==> src/rtl/mux4_rr_arbiter.sv <==
// mux4_rr_arbiter: round-robin pick of four valid/ready sources into a one-entry
// output register that also drives the select pair for the downstream 2:1 mux tree.
module mux4_rr_arbiter #(
  parameter int WIDTH = 1,
  parameter int CNT_W = 16
) (
  input  logic             clk,
  input  logic             rst_n,
  input  logic [3:0]       in_valid,
  output logic [3:0]       in_ready,
  input  logic [WIDTH-1:0] in_a,
  input  logic [WIDTH-1:0] in_b,
  input  logic [WIDTH-1:0] in_c,
  input  logic [WIDTH-1:0] in_d,
  output logic             out_valid,
  input  logic             out_ready,
  output logic [WIDTH-1:0] out_data,
  output logic [1:0]       out_src,
  output logic             sel_lo,
  output logic             sel_hi,
  output logic [CNT_W-1:0] xfer_cnt
);
  typedef enum logic {EMPTY, FULL} state_t;
  state_t state, state_next;
  logic [1:0] last_grant, grant, idx;
  logic found, free, accept;
  logic [WIDTH-1:0] grant_data;
  always_comb begin
    grant = last_grant;
    found = 1'b0;
    idx = 2'd0;
    for (int k = 1; k <= 4; k++) begin
      idx = last_grant + 2'(k);
      if (!found && in_valid[idx]) begin
        grant = idx;
        found = 1'b1;
      end
    end
  end
  always_comb begin
    free = (state == EMPTY) || out_ready;
    accept = free && found;
    state_next = accept ? FULL : (state == FULL && out_ready) ? EMPTY : state;
    in_ready = (accept && rst_n) ? 4'b0001 << grant : 4'b0000;
    grant_data = grant[1] ? (grant[0] ? in_d : in_c) : (grant[0] ? in_b : in_a);
  end
  assign out_valid = (state == FULL);
  always_ff @(posedge clk or negedge rst_n)
    if (!rst_n) state <= EMPTY;
    else state <= state_next;
  // Pointer starts at 3 so source 0 wins the first arbitration after reset.
  always_ff @(posedge clk or negedge rst_n)
    if (!rst_n) begin
      last_grant <= 2'd3;
      out_data <= '0;
      out_src <= 2'd0;
      sel_lo <= 1'b0;
      sel_hi <= 1'b0;
      xfer_cnt <= '0;
    end else if (accept) begin
      last_grant <= grant;
      out_data <= grant_data;
      out_src <= grant;
      sel_lo <= grant[0];
      sel_hi <= grant[1];
      xfer_cnt <= xfer_cnt + CNT_W'(1);
    end
endmodule

==> config.mk <==
export PLATFORM = sky130hd
export DESIGN_NAME = mux4_rr_arbiter
export DESIGN_NICKNAME = d
export VERILOG_FILES = /design/src/rtl/mux4_rr_arbiter.sv
export SDC_FILE = /design/constraint.sdc
export NUM_CORES = 1
export LEC_CHECK = 0
export ABC_AREA = 1
export CORE_ASPECT_RATIO = 1.75
export CORE_UTILIZATION = 49
export CTS_BUF_LIST = sky130_fd_sc_hd__clkbuf_8 sky130_fd_sc_hd__clkbuf_16
export CTS_CLUSTER_DIAMETER = 120
export DETAILED_ROUTE_END_ITERATION = 8
export PLACE_DENSITY = 0.77
export SYNTH_ARGS = -nofsm -noshare
export SYNTH_HDL_FRONTEND = slang
export SYNTH_SLANG_ARGS = --single-unit
export TNS_END_PERCENT = 10
==> constraint.sdc <==
create_clock -name clk -period 2.26 [get_ports clk]
set_clock_uncertainty 0.1 [all_clocks]
set_input_delay 0.678 -clock clk [delete_from_list [all_inputs] [get_ports clk]]
set_output_delay 0.678 -clock clk [all_outputs]
set_load 0.03 [all_outputs]
==> Word-level counts from Yosys, hierarchy flattened <==
Index checks and enable logic that the tools add are counted.
{ "totals": {"out_inout_bits": 26, "ff_bits": 24, "latch_bits": 0, "n_memories": 0, "elab_cells": 50, "mem_bits_rw": 0, "mem_bits_ro": 0} }
{ "classes": {"n_eq_ne": 0, "multipliers": 0, "div": 0, "n_lt_le_gt_ge": 4, "muxes": 22, "add_sub_neg": 4, "n_bitwise": 1, "shift": 1, "reduce_logical": 11} }
{ "ops": {"columns": ["cell", "count"], "rows": [
  ["16-bit by 1-bit adder with 16-bit output (second input constant)", 1],
  ["1-bit 2-to-1 mux", 13],
  ["2-bit by 3-bit < comparator with 1-bit output (second input constant)", 4],
  ["1-bit binary-select mux with 2-bit select", 4],
  ["2-bit 2-to-1 mux", 4],
  ["1-bit logical AND", 6],
  ["2-bit adder (second input constant)", 2],
  ["4-bit 2-to-1 mux", 1],
  ["1-bit by 2-bit left shift with 4-bit output (first input constant)", 1],
  ["1-bit logical NOT", 3],
  ["2-bit by 1-bit adder with 2-bit output (second input constant)", 1],
  ["2-bit nonzero test", 1],
  ["1-bit logical OR", 1],
  ["1-bit NOT", 1]
]} }

==> Longest topological paths before layout <==
{ "depth": {"depth_word": 16, "depth_mapped": 14, "mapped_depth_nobuf": 13} }

==> Worst setup path after synthesis <==
OpenSTA, ideal clock, no wires.
{ "synth_path": {"path_kind": "input to output", "start": "input in_valid[0]", "end": "output in_ready[1]", "stages": 10, "path_buffers": 0, "required_time_ns": 1.482, "slack_ns": -0.248, "arrival_time_ns": 1.730, "path_cell_list": "nand2_1 -> nand2_4 -> nand2_1 -> nand2_2 -> nand2_2 -> nand2_2 -> nand2_4 -> nand2_2 -> nand2_1 -> nor2_1"} }
{ "synth_between": {"elab_chain_cells": 15} }
{ "synth_lines": {"columns": ["element", "line", "source"], "rows": [
  ["from (decl)", "9", "input logic [3:0] in_valid,"],
  ["1-bit binary-select mux with 2-bit select", "34", "if (!found && in_valid[idx]) begin"],
  ["1-bit 2-to-1 mux (not written as such)", "34", null],
  ["1-bit 2-to-1 mux", "34", null],
  ["1-bit logical NOT", "34", null],
  ["1-bit logical AND", "34", null],
  ["1-bit 2-to-1 mux", "34", null],
  ["1-bit logical NOT", "34", null],
  ["1-bit logical AND", "34", null],
  ["1-bit 2-to-1 mux", "34", null],
  ["1-bit logical NOT", "34", null],
  ["1-bit logical AND", "34", null],
  ["1-bit 2-to-1 mux", "34", null],
  ["1-bit logical AND", "42", "accept = free && found;"],
  ["1-bit logical AND", "44", "in_ready = (accept && rst_n) ? 4'b0001 << grant : 4'b0000;"],
  ["4-bit 2-to-1 mux (*)", "44", null],
  ["to (decl)", "10", "output logic [3:0] in_ready,"]
]} }
Every way passes the cells marked *; elsewhere a longest branch is shown, timed or not. The select of a mux whose other input is x is not followed.

==> Worst setup path in the final report <==
{ "layout_path": {"start": "input in_valid[2]", "end": "output in_ready[1]"} }
The elaborated chain is that of the path after synthesis.

==> out/qor.csv <==
stage,metric,value,unit
status,outcome,"complete, but fails checks",
status,failing checks,"design-rule violations, negative setup slack",
grt,vias in the first global route,1444,
drt,router iterations before antenna repair,8,
synth,"Distinct cells, synth",29,
grt,grt total ovfl,0,
layout,area of the multi-input gates,968,um^2
drt,Via Count,1467,
setup_path,crit path max fanout,4,
synth,"Primary FF master, synth",dfrtp_1,
job,max-cap viol count,0,
synth,post-synthesis sequential area ratio,36.2,%
grt,Tot GR Track Use,24.7,%
placement,Final Wtd Congestion,0.826,
timing,Pins Over Slew Limit,0,
synth,Synth Cell Area,1530,um^2
grt,met1 usage,24.5,%
layout,register area,553,um^2
clocking,clock latency on the worst-skew pair,0.25,ns
power_and_ir_drop,Max IR drop VDD,1.09,mV
die,initial core utilization,52.1,%
layout,nets@finish,263,
layout,ant diodes,0,
die,cell row count,26,
timing,final worst setup slack,-0.445,ns
die,die area,3350,um^2
synth,synthesized instance count,191,
synth,#FFs+latches synth,22,
timing,Final Hold Vio Count,0,
timing,period utilization,120,%
min_path,path category of the worst min-delay check,flip-flop to flip-flop,
placement,dpl cells,269,
layout,Final Instance Count excl. Fillers,278,
power_and_ir_drop,internal power,1.97,mW
synth,Mapped Nets,203,
grt,met2 usage,49.7,%
power_and_ir_drop,Leak,1.06,nW
synth,Async SR Flop Fraction,100,%
drt,post-DR wirelength/cell,14.3,um
grt,first-pass GRT wire length,6.15,mm
clocking,clock sinks,22,
grt,initial antenna violation count,0,
power_and_ir_drop,Net Sw Power,2.05,mW
power_and_ir_drop,Tot Pwr,4.02,mW
setup_path,crit end category,output port,
drt,ANT nets after route,0,
power_and_ir_drop,Logic pwr share,74.5,%
clocking,Max Root-Sink Buffers,2,
power_and_ir_drop,sw frac,51.0,%
setup_path,Startpoint Class,input pin,
clocking,CTS Buf Count,3,
clocking,clock root buffer,clkbuf_8,
timing,Max-slew headroom,74.1,%
die,# IOs,37,
die,Placeable Area,2930,um^2
setup_path,WS Path Type,input pin to output port,
timing,fin crit period,2.70,ns
synth,"EDFF count, synth",0,
die,Die Ht,75.8,um
setup_path,worst path required time,1.48,ns
layout,layout cells sized above 1,38.8,%
clocking,# hold bufs at CTS,0,
power_and_ir_drop,clock share of power,6.7,%
layout,"commonest non-fill, non-tap cell in the layout",nand2_1,
clocking,H-tree depth,1,
timing,worst-margin pin slew,0.384,ns
synth,Avg Inst Size Synth,7.99,um^2
power_and_ir_drop,Pwr Density,1780,nW/um^2
synth,yosys warns,0,
grt,grt met3 use,2.37,%
power_and_ir_drop,Flop pwr share,18.8,%
layout,"commonest non-fill, non-tap cells in the layout","nand2_1 (40), clkdlybuf4s50_1 (28), nand2_2 (24), buf_4 (23), dfrtp_1 (20)",
die,die width,44.2,um
drt,drt total wl,3.96,mm
clocking,TritonCTS clock tree,done,
timing,final setup violation count,4,
placement,number of port buffers,36,
timing,RSZ-0062 raised after global routing,true,
grt,largest net degree at the start of global routing,23,
drt,Iteration-0 DRC Markers,24,
clocking,CTS clock-pin slew for the worst setup and hold paths,0.08,ns
timing,f_max,370,MHz
layout,Area growth syn-to-layout,47.9,%
layout,FILL cells,204,
drt,DRC Markers,1,
setup_path,Worst Path Arrival,1.93,ns
drt,Via density,5.28,
placement,Post-DP HPWL,2.91,mm
grt,"Most Used Layer, Global Route",met2,
[area by class of cell]
type	count	area share (%)
well taps	28	1.55
flip-flops and latches	22	24.5
inverters	21	4.10
repair buffers	60	24.5
multi-input cells	143	42.9
clock buffers	4	2.44
[synthesized netlist by cell type, types with 2 or more instances]
master	instances	area, um^2
nand2_1	50	188
dfrtp_1	20	500
nand2_2	19	119
inv_1	16	60.1
nand3_1	12	60.1
nor2_1	12	45.0
xor2_1	10	87.6
nand3_2	8	80.1
nand2_4	7	78.8
nor3_1	4	20.0
nor4_1	4	25.0
o21ai_1	4	20.0
buf_4	3	22.5
xnor2_1	3	26.3
a21oi_1	2	10.0
dfstp_2	2	52.6
inv_4	2	12.5
o21ai_2	2	17.5
[repair_timing]
action / in CTS / in global routing
cloned: 0 / 0
setup endpoints to repair: 4 / 4
setup buffers: 4 / 1
pin swaps: 9 / 10
gates resized for setup: 23 / 9
[critical path, cell delays in order]
cell	delay, ns
dlygate4sd2_1	0.25
nand2_1	0.08
nand2_2	0.09
nand2_2	0.07
nand2_4	0.11
inv_4	0.07
nand3_4	0.08
clkinv_2	0.08
nand2_2	0.08
nand2_4	0.08
nor2_4	0.12
buf_6	0.13
[layer usage]
metal / vias up / wire (um)
met2: 35 / 2430
met5: - / 0
met3: 8 / 100
met4: 0 / 67
met1: 708 / 1360
li1: 716 / -
[path summary, 6_finish.rpt]
path	from	slack (ns)	endpoint	cells past startpoint
min in group asynchronous	rst_n	0.71	xfer_cnt[10]$_DFFE_PN0P_	2
max	in_valid[2]	-0.44	in_ready[1]	12
max reg2reg	last_grant[0]$_DFFE_PN1P_	0.19	out_src[1]$_DFFE_PN0P_	12
max in group asynchronous	rst_n	1.06	last_grant[1]$_DFFE_PN1P_	2
min	out_data$_DFFE_PN0P_	0.40	out_data$_DFFE_PN0P_	2
min reg2reg	out_data$_DFFE_PN0P_	0.40	out_data$_DFFE_PN0P_	2
[power by group through the flow]
stage	logic, mW	registers, mW	clock network, mW
after CTS	2.84	0.747	0.278
final	2.99	0.756	0.267
after global placement	2.45	0.763	0
after detailed placement	2.52	0.771	0
after floorplan	1.41	0.996	0
after global routing	3.16	0.779	0.294
[per-stage QoR]
| stage | worst slack (ns) | utilization (%) | setup TNS [ns] | cell area, um^2 | hold WS (ns) |
|---|---|---|---|---|---|
| after global routing | -0.532 | 77.1 | -2.07 | 2260 | 0.437 |
| after global placement | -0.654 | 70.1 | -5.19 | 2050 | 0.379 |
| final | -0.445 | 77.1 | -1.74 | 2260 | 0.404 |
| after floorplan | -0.0401 | - | -0.145 | 1570 | 0.282 |
| after CTS | -0.413 | 75.6 | -1.62 | 2210 | 0.409 |
| after detailed placement | -0.730 | 70.1 | -5.74 | 2050 | 0.392 |
[state kept, by name, summed over array words and instances (netlist names)]
| name | flops |
|---|---|
| out_src | 2 |
| last_grant | 2 |
| out_data | 1 |
| out_valid | 1 |
| xfer_cnt | 16 |
[cell families (layout without fill, tap and decap cells)]
group | after synthesis | count (layout) | share of synthesized area, %
buffers and inverters | 26 | 85 | 9.10
DFF | 22 | 22 | 36.2
AOI/OAI and AO/OA | 9 | 9 | 3.44
adders and majority gates | 1 | 1 | 0.820
xor gates and xnor gates | 14 | 14 | 8.52
and+or+nand+nor | 119 | 119 | 41.9
(Power assumes the default switching activity.)
